### src/rtl/fdc_pkg.sv
// -----------------------------------------------------------------------------
// fdc_pkg
// Shared definitions for the FDC measurement path: sequencer state encoding,
// measurement mode codes, path-select polarity and two small helpers that map
// a requested mode onto the mode actually run and its initial path select.
// -----------------------------------------------------------------------------
package fdc_pkg;

    typedef enum logic [2:0] {
        ST_IDLE   = 3'd0,
        ST_RST    = 3'd1,
        ST_SETTLE = 3'd2,
        ST_SAMPLE = 3'd3,
        ST_OUT    = 3'd4
    } fdc_state_e;

    localparam logic [1:0] MODE_SYNC  = 2'b00;
    localparam logic [1:0] MODE_ASYNC = 2'b01;
    localparam logic [1:0] MODE_BOTH  = 2'b10;

    localparam logic SEL_SYNC  = 1'b1;
    localparam logic SEL_ASYNC = 1'b0;

    // The reserved code 11 runs as a plain synchronous measurement.
    function automatic logic [1:0] norm_mode(input logic [1:0] m);
        return (m == 2'b11) ? MODE_SYNC : m;
    endfunction

    // Path select used for the first (or only) measurement of a mode.
    function automatic logic sel_for_mode(input logic [1:0] m);
        return (m == MODE_ASYNC) ? SEL_ASYNC : SEL_SYNC;
    endfunction

endpackage

### src/rtl/fdc_avg_acc.sv
// -----------------------------------------------------------------------------
// fdc_avg_acc
// Accumulates 2^LOG2_N samples of a DW-bit bus. The sum register is wide
// enough (DW+LOG2_N bits) that a full set of maximum-value samples cannot
// overflow it. Strobes beyond the last sample are ignored until cleared.
//
// Ports:
//   clk_ref_i  clock
//   reset_i    asynchronous active-high reset
//   clear_i    zero the sum and sample count (wins over strobe_i)
//   strobe_i   take data_i as the next sample
//   data_i     sample value, zero-extended into the sum
//   sum_o      running sum including any sample taken this cycle
//   done_o     high in the cycle the final sample of the set is taken
//
// sum_o/done_o look through the current strobe so a consumer can register
// the completed sum on the same edge that absorbs the last sample.
// -----------------------------------------------------------------------------
module fdc_avg_acc #(
    parameter int DW     = 5,
    parameter int LOG2_N = 3
) (
    input  logic                 clk_ref_i,
    input  logic                 reset_i,
    input  logic                 clear_i,
    input  logic                 strobe_i,
    input  logic [DW-1:0]        data_i,
    output logic [DW+LOG2_N-1:0] sum_o,
    output logic                 done_o
);

    localparam int AW = DW + LOG2_N;
    localparam int CW = LOG2_N + 1;
    localparam logic [CW-1:0] CNT_LAST = CW'((1 << LOG2_N) - 1);

    logic [AW-1:0] sum_q, sum_d;
    logic [CW-1:0] cnt_q, cnt_d;
    logic          take;

    // NOTE: every variable assigned here gets a default first, so no path
    // leaves it unassigned and no latch is inferred.
    always_comb begin
        sum_d = sum_q;
        cnt_d = cnt_q;
        take  = strobe_i && (cnt_q <= CNT_LAST);
        if (clear_i) begin
            sum_d = '0;
            cnt_d = '0;
        end else if (take) begin
            sum_d = sum_q + AW'(data_i);
            cnt_d = cnt_q + CW'(1);
        end
    end

    assign sum_o  = sum_d;
    assign done_o = !clear_i && take && (cnt_q == CNT_LAST);

    // NOTE: state registers use non-blocking assignments so every flop
    // samples the pre-edge values of the others.
    always_ff @(posedge clk_ref_i or posedge reset_i) begin
        if (reset_i) begin
            sum_q <= '0;
            cnt_q <= '0;
        end else begin
            sum_q <= sum_d;
            cnt_q <= cnt_d;
        end
    end

endmodule

### src/rtl/fdc_meas_ctrl.sv
// -----------------------------------------------------------------------------
// fdc_meas_ctrl
// Measurement sequencer for the synchronous/asynchronous FDC pair. A run
// selects a path, pulses the local FDC reset, waits for settling, averages
// 2^LOG2_N samples taken every SAMP_DIV cycles and offers the truncated
// average on a valid/ready interface. Mode 10 chains a sync then an async
// measurement; cont restarts a finished run with the same latched mode.
//
// Ports:
//   clk_ref    reference clock
//   reset      asynchronous active-high reset
//   start      one-cycle run request, ignored while busy
//   mode       00 sync, 01 async, 10 sync then async, 11 as 00
//   cont       restart automatically after a transfer
//   fdc_data   FDC result bus
//   fdc_selec  path select (1 sync, 0 async); only changes entering RST
//   fdc_rst    local FDC reset, high for RST_CYC cycles per measurement
//   res_data   averaged result
//   res_src    path select the result was measured on
//   res_valid  result available; held until res_ready
//   res_ready  consumer accepts the result
//   busy       high whenever the sequencer is not idle
// -----------------------------------------------------------------------------
module fdc_meas_ctrl
    import fdc_pkg::*;
#(
    parameter int DW       = 5,
    parameter int LOG2_N   = 3,
    parameter int SETTLE   = 4,
    parameter int SAMP_DIV = 16,
    parameter int RST_CYC  = 2
) (
    input  logic          clk_ref,
    input  logic          reset,
    input  logic          start,
    input  logic [1:0]    mode,
    input  logic          cont,
    input  logic [DW-1:0] fdc_data,
    output logic          fdc_selec,
    output logic          fdc_rst,
    output logic [DW-1:0] res_data,
    output logic          res_src,
    output logic          res_valid,
    input  logic          res_ready,
    output logic          busy
);

    localparam int AW    = DW + LOG2_N;
    localparam int TMAX1 = (SETTLE > RST_CYC) ? SETTLE : RST_CYC;
    localparam int TMAX  = (SAMP_DIV > TMAX1) ? SAMP_DIV : TMAX1;
    // One shared timer serves all three timed phases; it counts 0..TMAX-1.
    localparam int TW    = $clog2(TMAX);

    localparam logic [TW-1:0] RST_LAST    = TW'(RST_CYC - 1);
    localparam logic [TW-1:0] SETTLE_LAST = TW'(SETTLE - 1);
    localparam logic [TW-1:0] DIV_LAST    = TW'(SAMP_DIV - 1);

    fdc_state_e    state_q, state_d;
    logic [TW-1:0] timer_q, timer_d;
    logic [1:0]    mode_q, mode_d;
    logic          sel_q, sel_d;
    logic [DW-1:0] res_data_q, res_data_d;
    logic          res_src_q, res_src_d;
    logic          res_valid_q, res_valid_d;

    logic          acc_clear;
    logic          acc_strobe;
    logic [AW-1:0] acc_sum;
    logic          acc_done;

    fdc_avg_acc #(
        .DW     (DW),
        .LOG2_N (LOG2_N)
    ) u_acc (
        .clk_ref_i (clk_ref),
        .reset_i   (reset),
        .clear_i   (acc_clear),
        .strobe_i  (acc_strobe),
        .data_i    (fdc_data),
        .sum_o     (acc_sum),
        .done_o    (acc_done)
    );

    always_comb begin
        state_d     = state_q;
        timer_d     = timer_q;
        mode_d      = mode_q;
        sel_d       = sel_q;
        res_data_d  = res_data_q;
        res_src_d   = res_src_q;
        res_valid_d = res_valid_q;
        acc_clear   = 1'b0;
        acc_strobe  = 1'b0;

        case (state_q)
            ST_IDLE: begin
                if (start) begin
                    mode_d  = norm_mode(mode);
                    sel_d   = sel_for_mode(norm_mode(mode));
                    timer_d = '0;
                    state_d = ST_RST;
                end
            end

            ST_RST: begin
                acc_clear = 1'b1;
                if (timer_q == RST_LAST) begin
                    timer_d = '0;
                    state_d = ST_SETTLE;
                end else begin
                    timer_d = timer_q + TW'(1);
                end
            end

            ST_SETTLE: begin
                if (timer_q == SETTLE_LAST) begin
                    timer_d = '0;
                    state_d = ST_SAMPLE;
                end else begin
                    timer_d = timer_q + TW'(1);
                end
            end

            ST_SAMPLE: begin
                if (timer_q == DIV_LAST) begin
                    timer_d    = '0;
                    acc_strobe = 1'b1;
                end else begin
                    timer_d = timer_q + TW'(1);
                end
                // Result is captured on the same edge as the final sample.
                if (acc_done) begin
                    res_data_d  = acc_sum[AW-1:LOG2_N];
                    res_src_d   = sel_q;
                    res_valid_d = 1'b1;
                    state_d     = ST_OUT;
                end
            end

            ST_OUT: begin
                if (res_ready) begin
                    res_valid_d = 1'b0;
                    if (mode_q == MODE_BOTH && sel_q == SEL_SYNC) begin
                        sel_d   = SEL_ASYNC;
                        state_d = ST_RST;
                    end else if (cont) begin
                        sel_d   = sel_for_mode(mode_q);
                        state_d = ST_RST;
                    end else begin
                        state_d = ST_IDLE;
                    end
                end
            end

            default: state_d = ST_IDLE;
        endcase
    end

    always_ff @(posedge clk_ref or posedge reset) begin
        if (reset) begin
            state_q     <= ST_IDLE;
            timer_q     <= '0;
            mode_q      <= MODE_SYNC;
            sel_q       <= SEL_SYNC;
            res_data_q  <= '0;
            res_src_q   <= 1'b0;
            res_valid_q <= 1'b0;
        end else begin
            state_q     <= state_d;
            timer_q     <= timer_d;
            mode_q      <= mode_d;
            sel_q       <= sel_d;
            res_data_q  <= res_data_d;
            res_src_q   <= res_src_d;
            res_valid_q <= res_valid_d;
        end
    end

    assign fdc_selec = sel_q;
    assign fdc_rst   = (state_q == ST_RST);
    assign busy      = (state_q != ST_IDLE);
    assign res_data  = res_data_q;
    assign res_src   = res_src_q;
    assign res_valid = res_valid_q;

endmodule

### config.mk
export PLATFORM = sky130hd
export DESIGN_NAME = fdc_meas_ctrl
export DESIGN_NICKNAME = d
export VERILOG_FILES = /design/src/rtl/fdc_pkg.sv /design/src/rtl/fdc_avg_acc.sv /design/src/rtl/fdc_meas_ctrl.sv
export SDC_FILE = /design/constraint.sdc
export NUM_CORES = 1
export LEC_CHECK = 0
export CAP_MARGIN = 20
export CELL_PAD_IN_SITES_DETAIL_PLACEMENT = 1
export CELL_PAD_IN_SITES_GLOBAL_PLACEMENT = 1
export CORE_MARGIN = 2
export CORE_UTILIZATION = 41
export DETAILED_ROUTE_END_ITERATION = 16
export PLACE_DENSITY_LB_ADDON = 0.1
export SYNTH_ARGS = -nofsm -noshare
export SYNTH_HDL_FRONTEND = slang
export SYNTH_SLANG_ARGS = --single-unit
### constraint.sdc
create_clock -name clk_ref -period 2.2 [get_ports clk_ref]
set_input_delay 0.33 -clock clk_ref [delete_from_list [all_inputs] [get_ports clk_ref]]
set_output_delay 0.33 -clock clk_ref [all_outputs]
set_load 0.05 [all_outputs]
==> summary.txt <==
CTS
  – TritonCTS clock tree: built
  – Num CTS Buffers: 5
  – Root Driver: clkbuf_8
  – Clk_lat worst skew: 0.28 ns
  – Num Clock Sinks: 29
  – H-tree depth: 2
  – Max clock buf depth: 2
  – Clock Pin Slew Worst Setup and Hold Paths: 0.06 ns
  – Setup repair bufs after CTS: 0
  – Cts hold-fix bufs: 0

Final layout
  – Share of post-route cells with drive strength above 1: 12.1%
  – Layout Cells excl Fill: 246
  – Filler cells: 444
  – Final instance area: 0.00198 sq mm
  – Area delta synth->final: 24.2%
  – Antenna cells: 0
  – Multi-input gate area: 808 sq um
  – Fin nets: 218
  – Register area: 727 sq um

Logic synthesis
  – Ranking of synthesized cells by area: dfrtp_1 44%, nand2_1 6.4%, ha_1 6.3%
  – Top cell type's share of synthesized area: 44.1%
  – Ys Warns: 0
  – Yosys reg bits: 29
  – Mean Syn Cell Area: 9.41 sq um
  – Yosys cell types: 42
  – Ys flop type: dfrtp_1
  – Synthesized area: 0.00159 sq mm
  – Post-synth EDFFs: 0
  – Synthesized net count: 190
  – Asr flop ratio synth: 100%
  – Seq/Total Area, Yosys: 45.7%
  – Syn Inst Count: 169
  – Synth area leader: dfrtp_1

Setup path
  – Setup CP Type: flop to output pin
  – CP required: 1.87 ns
  – Critical Path AT: 1.67 ns
  – Crit path max fanout: 8
  – Critical-path top delay cell: dfrtp_1
  – CP cell instances: buf_4, nor2_1, nand2_1, inv_1, buf_12
  – Delay-heaviest family, CP: buffers and inverters
  – Worst Path Buf+Inv: 3
  – Critical path startpoint category: flop
  – CP endpoint kind: output pin
  – Slowest cell delay on critical path: 0.38 ns

Global route
  – First-pass GRT wire length: 6310 um
  – Initial antenna violation count: 0
  – Largest net degree at the start of global routing: 22
  – GR Util All Layers: 18.9%
  – Vias in the first global route: 1361
  – Grt ovf: 0

Drt
  – Iter 0 DRT Violations: 43
  – WL final: 3590 um
  – First-pass DRT Iterations: 4
  – Wirelength per Cell: 14.6 um
  – Via-per-instance ratio: 5.37
  – Antenna Nets Post-Route: 0
  – Via Count: 1322
  – DRC: 0

Timing
  – Final setup skew: 0.00635 ns
  – Fin crit share: 90.9%
  – Fmax: 0.500 GHz
  – Final worst slack: 0.201 ns
  – Relative slew slack: 65.9%
  – Least-Margin Pin Slew: 0.510 ns
  – Max-slew violations: 0
  – Final setup viols: 0
  – Min Clock Period, post-route: 2.00 ns
  – RSZ-0062 raised after global routing: false
  – Final hold viol count: 0
  – Hold Worst Slack: 0.299 ns

Floorplanning
  – Initial Util: 43.1%
  – Die Height: 66.3 um
  – Die Area: 0.00439 sq mm
  – DIE WIDTH: 66.3 um
  – IO Pins: 22
  – Num rows: 22
  – Total core area: 0.00369 sq mm

Power and ir drop
  – Pwr/cell area: 951 mW/mm^2
  – VDD IR max: 0.479 mV
  – Total power: 1.88 mW
  – Pleak: 0.947 nW

Placement
  – GPL Wtd Cong: 0.767
  – Placed cell count: 238
  – PortBufs: 21
  – Detail Placement HPWL: 2710 um
  – Placed cell area: 0.00188 sq mm
  – Dpl ws: -0.0225 ns

Worst hold path
  – HP Class: input port to asynchronous set/reset pin

Run
  – Max-Cap Viols: 0

Status
  – Outcome: finished clean
==> cells in the final DEF (no fill, tap or decap), drive strengths merged, types with 3 or more instances in the layout <==
master,n
clkbuf,8
inv,6
o21ai,18
nand3,11
buf,7
clkdlybuf4s50,19
mux2,4
a21oi,6
or3,3
dfrtp,28
xor2,4
nor2,15
nand2,27
nor3,3
ha,8
==> report_power, final <==
part / switching, mW / internal, mW / leakage [nW]
registers: 0.119 / 0.640 / 0.361
logic: 0.395 / 0.273 / 0.540
clock network: 0.197 / 0.255 / 0.0455
total: 0.711 / 1.17 / 0.947
==> sequential cells by signal, indices dropped and copies added, names as in the netlist <==
signal	cells
fdc_selec	1
u_acc.sum_q	8
res_valid	1
u_acc.cnt_q	4
res_src	1
mode_q	2
state_q	3
res_data	5
timer_q	4
==> worst paths after layout <==
check | from | endpoint | slack (ns) | cells after the start
worst max-delay path | state_q[1] | fdc_rst | 0.20 | 5
worst min-delay path | reset | res_src | 0.30 | 2
worst max register to register | timer_q[1] | timer_q[3] | 0.27 | 7
worst min register to register | res_valid | res_valid | 0.49 | 2
max in group asynchronous | reset | timer_q[3] | 1.31 | 3
min in group clk_ref | res_valid | res_valid | 0.49 | 2
==> per-layer routing <==
| metal | up-vias | track usage, % | part of all wire [%] |
|---|---|---|---|
| met2 | 18 | 30.1 | 46 |
| met3 | 7 | 5.79 | 3.9 |
| li1 | 644 | - | - |
| met5 | - | 0 | 0 |
| met4 | 0 | 6.89 | 1.5 |
| met1 | 653 | 24.0 | 49 |
==> cells in the mapped netlist, types with 4 or more instances <==
cell type / count
inv_1: 6
o21ai_0: 16
mux2_2: 4
dfrtp_1: 28
nor2_1: 15
xor2_1: 4
a21oi_1: 6
nand2_1: 27
nand3_1: 10
ha_1: 8
==> cells by family (layout without fill, tap and decap cells) <==
logic type               count (synthesis)  after routing  share of synthesized area [%]
XOR/XNOR                                 6              6                           3.30
AND/OR/NAND/NOR                         71             71                           22.2
multiplexers                             5              5                           3.46
AO/OA/AOI/OAI                           37             37                           14.3
buffers and inverters                   12             41                           3.46
flip-flops                              29             29                           45.7
adder cells (fa/ha/maj)                  9              9                           7.55
==> worst reg2reg max path: cells and delay by family (launching register included) <==
family / cells / cell delay (ns)
flip-flops: 1 / 0.41
buffers and inverters: 1 / 0.08
adder cells (fa/ha/maj): 1 / 0.17
AND/OR/NAND/NOR: 3 / 0.65
AO/OA/AOI/OAI: 2 / 0.50
==> area by class of cell <==
| class | instances | share of cell area [%] |
|---|---|---|
| Tap cell | 48 | 3.04 |
| Timing Repair Buffer | 27 | 13.6 |
| Clock buffer | 8 | 4.56 |
| Sequential cell | 29 | 36.8 |
| Multi-Input combinational cell | 128 | 40.9 |
| Inverter | 6 | 1.14 |
==> metrics by stage <==
stage | util, % | TNS [ns]
4_1_cts | 53.5 | 0
3_5_place_dp | 51.1 | -0.0438
6_report | 53.6 | 0
2_1_floorplan | - | 0
3_3_place_gp | 51.1 | 0
5_1_grt | 53.6 | 0
==> repair_timing <==
action / in CTS / in global routing
setup endpoints to repair: 0 / 1
gates resized for setup: 0 / 1
endpoints found under the hold margin: 0 / 0
Power figures use the tool's default switching activity.
